### src/rtl/coef_table_writer.sv
// coef_table_writer: streams coefficient words from a valid/ready source into a
// DEPTH-entry coefficient RAM at addresses 0..DEPTH-1. It reports load progress,
// completion, a running XOR checksum and a sticky overflow flag for words offered
// after the table is full.
module coef_table_writer #(
  parameter int ADDR_WIDTH = 9,
  parameter int DATA_WIDTH = 16
) (
  input  logic                  clk,
  input  logic                  rst,
  input  logic                  clk_en,
  input  logic                  start,
  input  logic                  s_valid,
  input  logic [DATA_WIDTH-1:0] s_data,
  output logic                  s_ready,
  output logic                  wr_en,
  output logic [ADDR_WIDTH-1:0] wr_addr,
  output logic [DATA_WIDTH-1:0] wr_data,
  output logic                  busy,
  output logic                  done,
  output logic                  overflow,
  output logic [DATA_WIDTH-1:0] checksum
);

  localparam logic [ADDR_WIDTH-1:0] LAST_ADDR = '1;

  typedef enum logic [1:0] {
    IDLE = 2'd0,
    LOAD = 2'd1,
    DONE = 2'd2
  } state_t;

  state_t                state;
  logic [ADDR_WIDTH-1:0] addr_cnt;
  logic                  accept;

  // Ready only while loading and not frozen; derived from registered state.
  assign s_ready = (state == LOAD) && clk_en;
  assign accept  = s_valid && s_ready;

  // Load FSM with registered write port, status flags and running checksum.
  always_ff @(posedge clk or posedge rst) begin
    if (rst) begin
      state    <= IDLE;
      addr_cnt <= '0;
      wr_en    <= 1'b0;
      wr_addr  <= '0;
      wr_data  <= '0;
      busy     <= 1'b0;
      done     <= 1'b0;
      overflow <= 1'b0;
      checksum <= '0;
    end else if (!clk_en) begin
      // Frozen: everything holds except the write strobe, which must not repeat.
      wr_en <= 1'b0;
    end else begin
      wr_en <= 1'b0;
      case (state)
        IDLE: begin
          if (start) begin
            state    <= LOAD;
            addr_cnt <= '0;
            checksum <= '0;
            done     <= 1'b0;
            overflow <= 1'b0;
            busy     <= 1'b1;
          end
        end
        LOAD: begin
          // start is ignored here; the load always runs to DEPTH words.
          if (accept) begin
            wr_en    <= 1'b1;
            wr_addr  <= addr_cnt;
            wr_data  <= s_data;
            checksum <= checksum ^ s_data;
            if (addr_cnt == LAST_ADDR) begin
              // Counter stays at the last address so it can never wrap.
              state <= DONE;
              done  <= 1'b1;
              busy  <= 1'b0;
            end else begin
              addr_cnt <= addr_cnt + 1'b1;
            end
          end
        end
        DONE: begin
          // A start in the same cycle as a stray word wins; the word is dropped.
          if (start) begin
            state    <= LOAD;
            addr_cnt <= '0;
            checksum <= '0;
            done     <= 1'b0;
            overflow <= 1'b0;
            busy     <= 1'b1;
          end else if (s_valid) begin
            overflow <= 1'b1;
          end
        end
        default: begin
          state <= IDLE;
          busy  <= 1'b0;
        end
      endcase
    end
  end

endmodule

### config.mk
export PLATFORM = sky130hd
export DESIGN_NAME = coef_table_writer
export DESIGN_NICKNAME = d
export VERILOG_FILES = /design/src/rtl/coef_table_writer.sv
export SDC_FILE = /design/constraint.sdc
export NUM_CORES = 1
export LEC_CHECK = 0
export BUFFER_PORTS_ARGS = -buffer_cell sky130_fd_sc_hd__buf_2
export CAP_MARGIN = 25
export CORE_MARGIN = 2
export CORE_UTILIZATION = 56
export DETAILED_ROUTE_END_ITERATION = 10
export PLACE_DENSITY_LB_ADDON = 0.2
export SKIP_CTS_REPAIR_TIMING = 1
export SLEW_MARGIN = 25
export SYNTH_ARGS = -nofsm -noshare
export SYNTH_HDL_FRONTEND = slang
export SYNTH_SLANG_ARGS = --single-unit
export TNS_END_PERCENT = 5
### constraint.sdc
create_clock -name clk -period 4.3 [get_ports clk]
set_clock_uncertainty 0.1 [all_clocks]
set_input_delay 0.215 -clock clk [delete_from_list [all_inputs] [get_ports clk]]
set_output_delay 0.215 -clock clk [all_outputs]
set_load 0.02 [all_outputs]
# Word level (Yosys, flattened, before mapping)
# Cells that the tools add are included.
[totals] ff_bits=56 elab_cells=57 out_inout_bits=46
[op_classes] reduce_logical=12 n_bitwise=1 n_eq_ne=9 add_sub_neg=1 n_mux=25
[ops] operator="2-to-1 mux 16 bit" n=2
[ops] operator="case mux 16 bit (2 select lines)" n=1
[ops] operator="2-to-1 mux 9 bit" n=3
[ops] operator="case mux 9 bit (2 select lines)" n=1
[ops] operator="bitwise XOR 16 bit" n=1
[ops] operator="AND reduction 4 bit" n=3
[ops] operator="2-to-1 mux 1 bit" n=11
[ops] operator="AND reduction 5 bit" n=2
[ops] operator="adder 9 x 1 -> 9 bit, second input constant" n=1
[ops] operator="== test 9 bit, second input constant" n=1
[ops] operator="2-to-1 mux 2 bit" n=3
[ops] operator="!= test 2 bit, second input constant" n=3
[ops] operator="case mux 1 bit (2 select lines)" n=3
[ops] operator="!= test 2 x 1 -> 1 bit, second input constant" n=2
[ops] operator="case mux 2 bit (2 select lines)" n=1
[ops] operator="nonzero test 2 bit" n=2
[ops] operator="!= test 3 bit, second input constant" n=1
[ops] operator="AND reduction 3 bit" n=1
[ops] operator="== test 2 x 1 -> 1 bit, second input constant" n=1
[ops] operator="== test 2 bit, second input constant" n=1
[ops] operator="logical AND 1 bit" n=2
[ops] operator="zero test 2 bit" n=1
[ops] operator="OR reduction 2 bit" n=1

# Logic depth before layout (Yosys ltp)
# Gate-level depths: netlist of the first run.
[logic_depth] word_depth=6 depth_mapped=7 mapped_depth_nobuf=7

# Worst setup path before layout of the first run
# OpenSTA, ideal clock, no wires.
[synth_timing] path_type="register to register" startpoint="register addr_cnt[0]" endpoint="register addr_cnt[1]" setup_time_ns=0.079 period_less_slack_ns=2.063 arrival_ns=1.884 path_buffers=0 slack_ns=2.237 required_ns=4.121 stages_incl_launch_ff=8 path_cell_list="dfrtp_1 ha_1 nand3_1 nor3_1 ha_1 nand4bb_1 a21oi_4 mux2i_1"
[synth_via] elab_chain_cells=4
[synth_rtl] element="from (decl)" line_no="34" text="logic [ADDR_WIDTH-1:0] addr_cnt;"
[synth_rtl] element="from (signal assigned)" line_no="82" text="addr_cnt <= addr_cnt + 1'b1;"
[synth_rtl] element="adder 9 x 1 -> 9 bit" line_no="82"
[synth_rtl] element="2-to-1 mux 9 bit" line_no="76" text="if (addr_cnt == LAST_ADDR) begin"
[synth_rtl] element="2-to-1 mux 9 bit" line_no="71" text="if (accept) begin"
[synth_rtl] element="case mux 9 bit (2 select lines)" line_no="58" text="case (state)"
# Parallel ways exist; a longest one is shown, timed or not. The select of a mux whose other input is x is not followed.
# A chain may end at the register's enable or synchronous reset.

# Final worst setup path of the first run
# Same ends and word-level chain as after synthesis.

==> out/results.tsv, run 1 <==
metric	value	unit
outcome	finished, violations left	
violations	negative hold slack	
worstReg2RegStart	addr_cnt[0]	
first_pass_iters	5	
multi_input_area	1000	sq um
slew_violations	0	
synth.area.top_cells	dfrtp_1 (54%), nand2_1 (11%), o21ai_0 (4.9%)	
cts_made_buffers	5	
clk_latency	0.30	ns
min_period	2.37	ns
p_int	1.03	mW
ys_ff_latch	55	
p_clk_share	15.6	%
crit_start	addr_cnt[0]	
fmax	422	MHz
viasPerCell	5.61	
cts_tree	done	
fill_cells	374	
grt_remaining_overflow	0	
regArea	1380	sq um
grt_pass1_wl	9.16	mm
vdd_drop_max	291	uV
final.period_utilization	55.1	%
drt-wirelength-per-cell	13.9	microns
worst_slew_pin_slew	0.667	ns
antenna_cells	0	
swShare	40.8	%
vias	2150	
core	4350	sq um
start_util	58.2	%
reg2reg_to	addr_cnt[1]	
power_density	587	nW/um^2
p_switching	0.709	mW
rsz0062_at_grt	false	
ys_seq_area_share	54.3	%
grt_pass1_vias	1975	
drc_errors	0	
hpwl	3.60	mm
crit_path_max_incr_delay	0.43	ns
crit_path_end	addr_cnt[1]	
combPwrFrac	37.3	%
wl	5.34	mm
rrSetupSlack	1.93	ns
crit_slowest_cell	dfrtp_1	
critPathMostFrequentCell	ha_1	
critPathCaptureType	flip-flop	
layout-drive-gt1-share	25.1	%
fin_nets	354	
critical_path_class	flip-flop to flip-flop	
grtUsageTotal	22.7	%
die_h	71.3	microns
path_depth	7	
die-area	5080	sq um
setup_violations	0	
hold_ws	-0.0277	ns
crit_family	simple AND/OR/NAND/NOR gates	
synth.top_cell.area_share	54.3	%
die-width	71.3	microns
synth_cell_type_count	38	
leakagePower	1.57	nW
drt-initial-drc-count	160	
cp_cell_sequence	ha_1 -> nand3_1 -> nor3_1 -> ha_1 -> nand4bb_1 -> a21oi_4 -> mux2i_1	
grt_antenna_before_repair	0	
p_seq_share	47.1	%
postRouteAntennaNets	0	
crit_path_start_kind	flip-flop	
hold_violations	41	
grt_start_max_net_pins	56	
clock_sinks	55	
numPortBuffers	66	
ioPinCount	67	
placement_rows	24	
netlist_instances	269	
finalSetupTns	0	ns
syn_nets	292	
area_growth_syn_to_layout	16.8	%
hold_class	input pin to asynchronous set/reset pin	
htreeDepth	2	
ctsLongestPathBuffers	2	
required	4.43	ns
synth.avg_cell_area	9.42	sq um
synth_area_leader_cell	dfrtp_1	
place_congestion	0.934	
root_buffer	clkbuf_8	
max_cap_violations	0	
worstPathArrival	2.50	ns
synth_area	2530	sq um
crit_buf_inv	0	
worstRegToRegCells	7	
synth_warnings	0	
slew_headroom	55.5	%
critPathMaxFanout	7	
clkSlewWorstSetupHoldPaths	0.10	ns
-- synth_stat cells (all sizes together) --
| library cell | instances |
|---|---|
| nor3 | 2 |
| clkbuf | 5 |
| nand2b | 5 |
| nand4b | 1 |
| nor3b | 1 |
| a21oi | 9 |
| nand4bb | 1 |
| o41ai | 1 |
| o22a | 1 |
| and3b | 12 |
| a21o | 1 |
| buf | 8 |
| mux2i | 3 |
| ha | 2 |
| a211oi | 1 |
| inv | 23 |
| a21boi | 1 |
| a221oi | 1 |
| o21ai | 25 |
| nor4 | 2 |
| a41oi | 1 |
| nand3 | 6 |
| nor2 | 1 |
| a31oi | 16 |
| nand2 | 73 |
| a2bb2oi | 2 |
| o211ai | 2 |
| nand3b | 3 |
| a211o | 3 |
| dfrtp | 55 |
| and3 | 1 |
| nand4 | 1 |
-- logic make-up (layout without fill, tap and decap cells) --
group	Yosys count	in the layout	synth area share, %
flops	55	55	54.3
mux	3	3	1.19
compound gates	64	64	16.0
fa+ha+maj	2	2	0.987
simple gates	109	109	21.5
buf+inv	36	98	6.07
-- power by group through the flow --
stage	logic, mW	registers (mW)	clock network, mW
detailed placement	0.653	0.826	0
global route	0.722	0.843	0.296
CTS	0.655	0.818	0.278
floorplan	0.284	0.967	0
finish	0.648	0.819	0.271
global placement	0.633	0.825	0
-- state kept, by name, summed over array words and instances (netlist names) --
register,flops
wr_en,1
overflow,1
wr_addr,9
wr_data,16
state,1
done,1
checksum,16
busy,1
addr_cnt,9
-- layer usage --
metal | track usage [%] | share of wire, %
met5 | 0 | 0
met4 | 5.66 | 1.1
met3 | 4.92 | 6.4
met2 | 37.4 | 49
met1 | 31.0 | 44
-- placed cells by master (no fill, tap or decap), types with 2 or more instances in the layout --
cell type / n
a211o_2: 2
a21oi_1: 7
a2bb2oi_1: 2
a31oi_1: 16
and3b_1: 12
buf_2: 66
buf_4: 2
clkbuf_8: 5
dfrtp_1: 54
ha_1: 2
inv_1: 21
inv_2: 2
mux2i_1: 3
nand2_1: 73
nand2b_1: 5
nand3_1: 6
nand3b_1: 3
nor3_1: 2
nor4_1: 2
o211ai_1: 2
o21ai_0: 25
-- worst register-to-register path, cell delays in order, from the launching register on --
cell and delay [ns]:
dfrtp_1 0.43, ha_1 0.25, nand3_1 0.17, nor3_1 0.09, ha_1 0.27, nand4bb_1 0.43, a21oi_4 0.36, mux2i_1 0.20
-- how the worst min path moves through the flow --
stage	to	cells after the start	from	slack, ns
final	checksum[5]	3	rst	-0.03
after global routing	wr_data[5]	3	s_data[5]	0.03
after CTS	checksum[5]	3	rst	0.009
after detailed placement	wr_data[8]	3	s_data[8]	0.34
after global placement	wr_data[0]	3	s_data[0]	0.33
after floorplan	wr_data[0]	2	s_data[0]	0.22
-- area by class of cell --
cell class	instances	share of cell area (%)
multi-input cells	178	33.9
clock buffers	5	2.32
flip-flops and latches	55	46.5
clock inverters	2	0.465
inverters	23	2.92
well taps	52	2.20
repair buffers	68	11.7
-- metrics by stage --
| stage | utilization (%) | power (mW) | instance area [sq um] | setup WS, ns | std cells |
|---|---|---|---|---|---|
| 6_report | 68.0 | 1.74 | 2960 | 1.93 | 383 |
| 5_1_grt | 68.0 | 1.86 | 2960 | 1.78 | 383 |
| 4_1_cts | 68.0 | 1.75 | 2960 | 1.93 | 383 |
| 3_5_place_dp | 66.1 | 1.48 | 2880 | 1.94 | 376 |
| 3_3_place_gp | 66.1 | 1.46 | 2880 | 2.00 | 376 |
| 2_1_floorplan | - | 1.25 | 2530 | 2.24 | 269 |
Note: power is estimated with default switching activity, not from simulation.
==> run 2, diff against run 1 <==
CORE_UTILIZATION = 52   (was 56)
clock period = 2.3 ns   (was 4.3 ns; I/O delays follow)
==> run 2 against run 1 <==
  * The flow now finishes without violations
  * Design area up 10%
  * Critical endpoint is now addr_cnt[8]
  * Clock power up 130%
  * Non-clock buffer count up 25
  * Combinational power up 100%
  * Die area up 7.3%
  * Critical path type unchanged
  * Power up 98%
  * Routed wire length up 14%
  * Sequential share of layout area down 4.3 points
  * Hold slack better by 0.072 ns
  * Flip-flop and latch count unchanged
  * Register-to-register slack worse by 1.7 ns
==> out/results.tsv, run 2 (synthesis gave the netlist of run 1 again) <==
metric	value	unit	change
root_buffer	clkbuf_8		unchanged
grt_start_max_net_pins	32		was 56
die_h	73.8	microns	was 71.3 microns
grt_remaining_overflow	0		unchanged
cp_cell_sequence	ha_1 -> nand3_1 -> nor3_1 -> ha_1 -> nand4bb_2 -> a21oi_4 -> mux2i_1		was ha_1 -> nand3_1 -> nor3_1 -> ha_1 -> nand4bb_1 -> a21oi_4 -> mux2i_1
ioPinCount	67		unchanged
vdd_drop_max	510	uV	was 291 uV
worstPathArrival	2.23	ns	was 2.50 ns
slew_headroom	61.9	%	was 55.5%
crit_family	simple AND/OR/NAND/NOR gates		unchanged
hpwl	4.11	mm	was 3.60 mm
rsz0062_at_grt	false		unchanged
numPortBuffers	66		unchanged
viasPerCell	5.19		was 5.61
totalPowerFinal	3.45	mW	was 1.74 mW
min_period	2.10	ns	was 2.37 ns
vias	2197		was 2,150
grt_pass1_wl	9.31	mm	was 9.16 mm
clock_sinks	55		unchanged
cts_tree	done		unchanged
htreeDepth	2		unchanged
grt_pass1_vias	2033		was 1,975
layoutNonFillerInstCount	423		was 383
layout_common_cells	nand2_1 (73), buf_2 (66), dfrtp_1 (55)		was nand2_1 (73), buf_2 (66), dfrtp_1 (54)
reg_top3	checksum: 16 flops, wr_data: 16 flops		unchanged
power_density	1060	nW/um^2	was 587 nW/um^2
crit_path_max_incr_delay	0.44	ns	was 0.43 ns
area_growth_syn_to_layout	28.6	%	was 16.8%
fill_cells	398		was 374
cts_made_buffers	5		unchanged
die-width	73.8	microns	was 71.3 microns
critPathCaptureType	flip-flop		unchanged
drc_errors	0		unchanged
crit_buf_inv	0		unchanged
grt_antenna_before_repair	0		unchanged
grtUsageTotal	22.4	%	was 22.7%
worstReg2RegStart	addr_cnt[0]		unchanged
crit_path_start_kind	flip-flop		unchanged
critPathMostFrequentCell	ha_1		unchanged
final.period_utilization	91.1	%	was 55.1%
max_cap_violations	0		unchanged
place_inst	399		was 376
drt-initial-drc-count	107		was 160
placement_rows	25		was 24
fmax	477	MHz	was 422 MHz
slew_violations	0		unchanged
critical_path_class	flip-flop to flip-flop		unchanged
setup_violations	0		unchanged
min-delay-start	start		
fin_util	69.0	%	was 68.0%
outcome	complete, no violations		was finished, violations left
layout_commonest_cell	nand2_1		unchanged
core	4720	sq um	was 4350 sq um
required	2.43	ns	was 4.43 ns
crit_start	addr_cnt[0]		unchanged
drt-wirelength-per-cell	14.3	microns	was 13.9 microns
hold_violations	0		was 41
first_pass_iters	4		was 5
critPathMaxFanout	6		was 7
die-area	5450	sq um	was 5080 sq um
clkSlewWorstSetupHoldPaths	0.10	ns	about the same
clk_latency	0.31	ns	was 0.30 ns
wl	6.06	mm	was 5.34 mm
leakagePower	1.70	nW	was 1.57 nW
place_congestion	0.882		was 0.934
layout-drive-gt1-share	25.3	%	was 25.1%
postRouteAntennaNets	0		unchanged
hold_class	input pin to flip-flop		was input pin to asynchronous set/reset pin
antenna_cells	0		unchanged
worst_slew_pin_slew	0.571	ns	was 0.667 ns
fin_nets	379		was 354
crit_slowest_cell	dfrtp_1		unchanged
finalSetupTns	0	ns	unchanged
ctsLongestPathBuffers	2		unchanged
start_util	53.6	%	was 58.2%
run 2: cell count changes in the layout (fill, tap and decap cells not counted), sizes merged:
cell,previous run,this run
buf,68,76
bufinv,0,1
clkinv,2,0
dlygate4sd3,0,17
clkbuf,5,6
run 2: final cells by class:
type	count	area (sq um)	share of cell area, %
Sequential cell	55	1380	42.2
Multi-Input combinational cell	178	1010	31.0
Timing Repair Buffer	93	601	18.4
Inverter	23	86.3	2.65
Tap cell	67	83.8	2.57
Clock buffer	6	72.6	2.23
Clock inverter	1	30.0	0.922
run 2: power by group:
part | internal (mW) | total [mW] | switching (mW) | leakage, nW
combinational | 0.483 | 1.31 | 0.823 | 0.979
clock | 0.320 | 0.626 | 0.307 | 0.0513
sequential | 1.28 | 1.51 | 0.237 | 0.665
run 2: path summary, 6_finish.rpt:
check	to	slack (ns)	depth (start not counted)
min reg2reg	wr_data[8]	0.38	2
max	addr_cnt[8]	0.20	7
max reg2reg	addr_cnt[8]	0.20	7
min	busy	0.04	3
min in group asynchronous	checksum[14]	0.32	3
max in group asynchronous	wr_addr[4]	1.22	4
run 2: metal layers:
metal	wire, microns	vias up	GRT usage, %
met5	0	-	0
met4	38	0	6.06
met3	280	4	4.94
met2	3030	63	36.9
met1	2710	1041	29.8
li1	-	1089	-
run 2: worst register-to-register path, delay by kind of cell (launching register included):
family | cells | cell delay, ns
flip-flops | 1 | 0.44
adder cells (fa/ha/maj) | 2 | 0.42
multiplexers | 1 | 0.22
AO/OA/AOI/OAI | 1 | 0.31
AND/OR/NAND/NOR | 3 | 0.53
run 2: stage by stage:
stage | setup WS [ns] | instance area (sq um) | hold WS [ns]
floorplan | 0.237 | 2530 | 0.120
global placement | 0.238 | 2980 | 0.104
detailed placement | 0.142 | 2980 | 0.106
CTS | 0.116 | 3080 | -0.233
global route | 0.0359 | 3260 | 0.0427
finish | 0.204 | 3260 | 0.0440
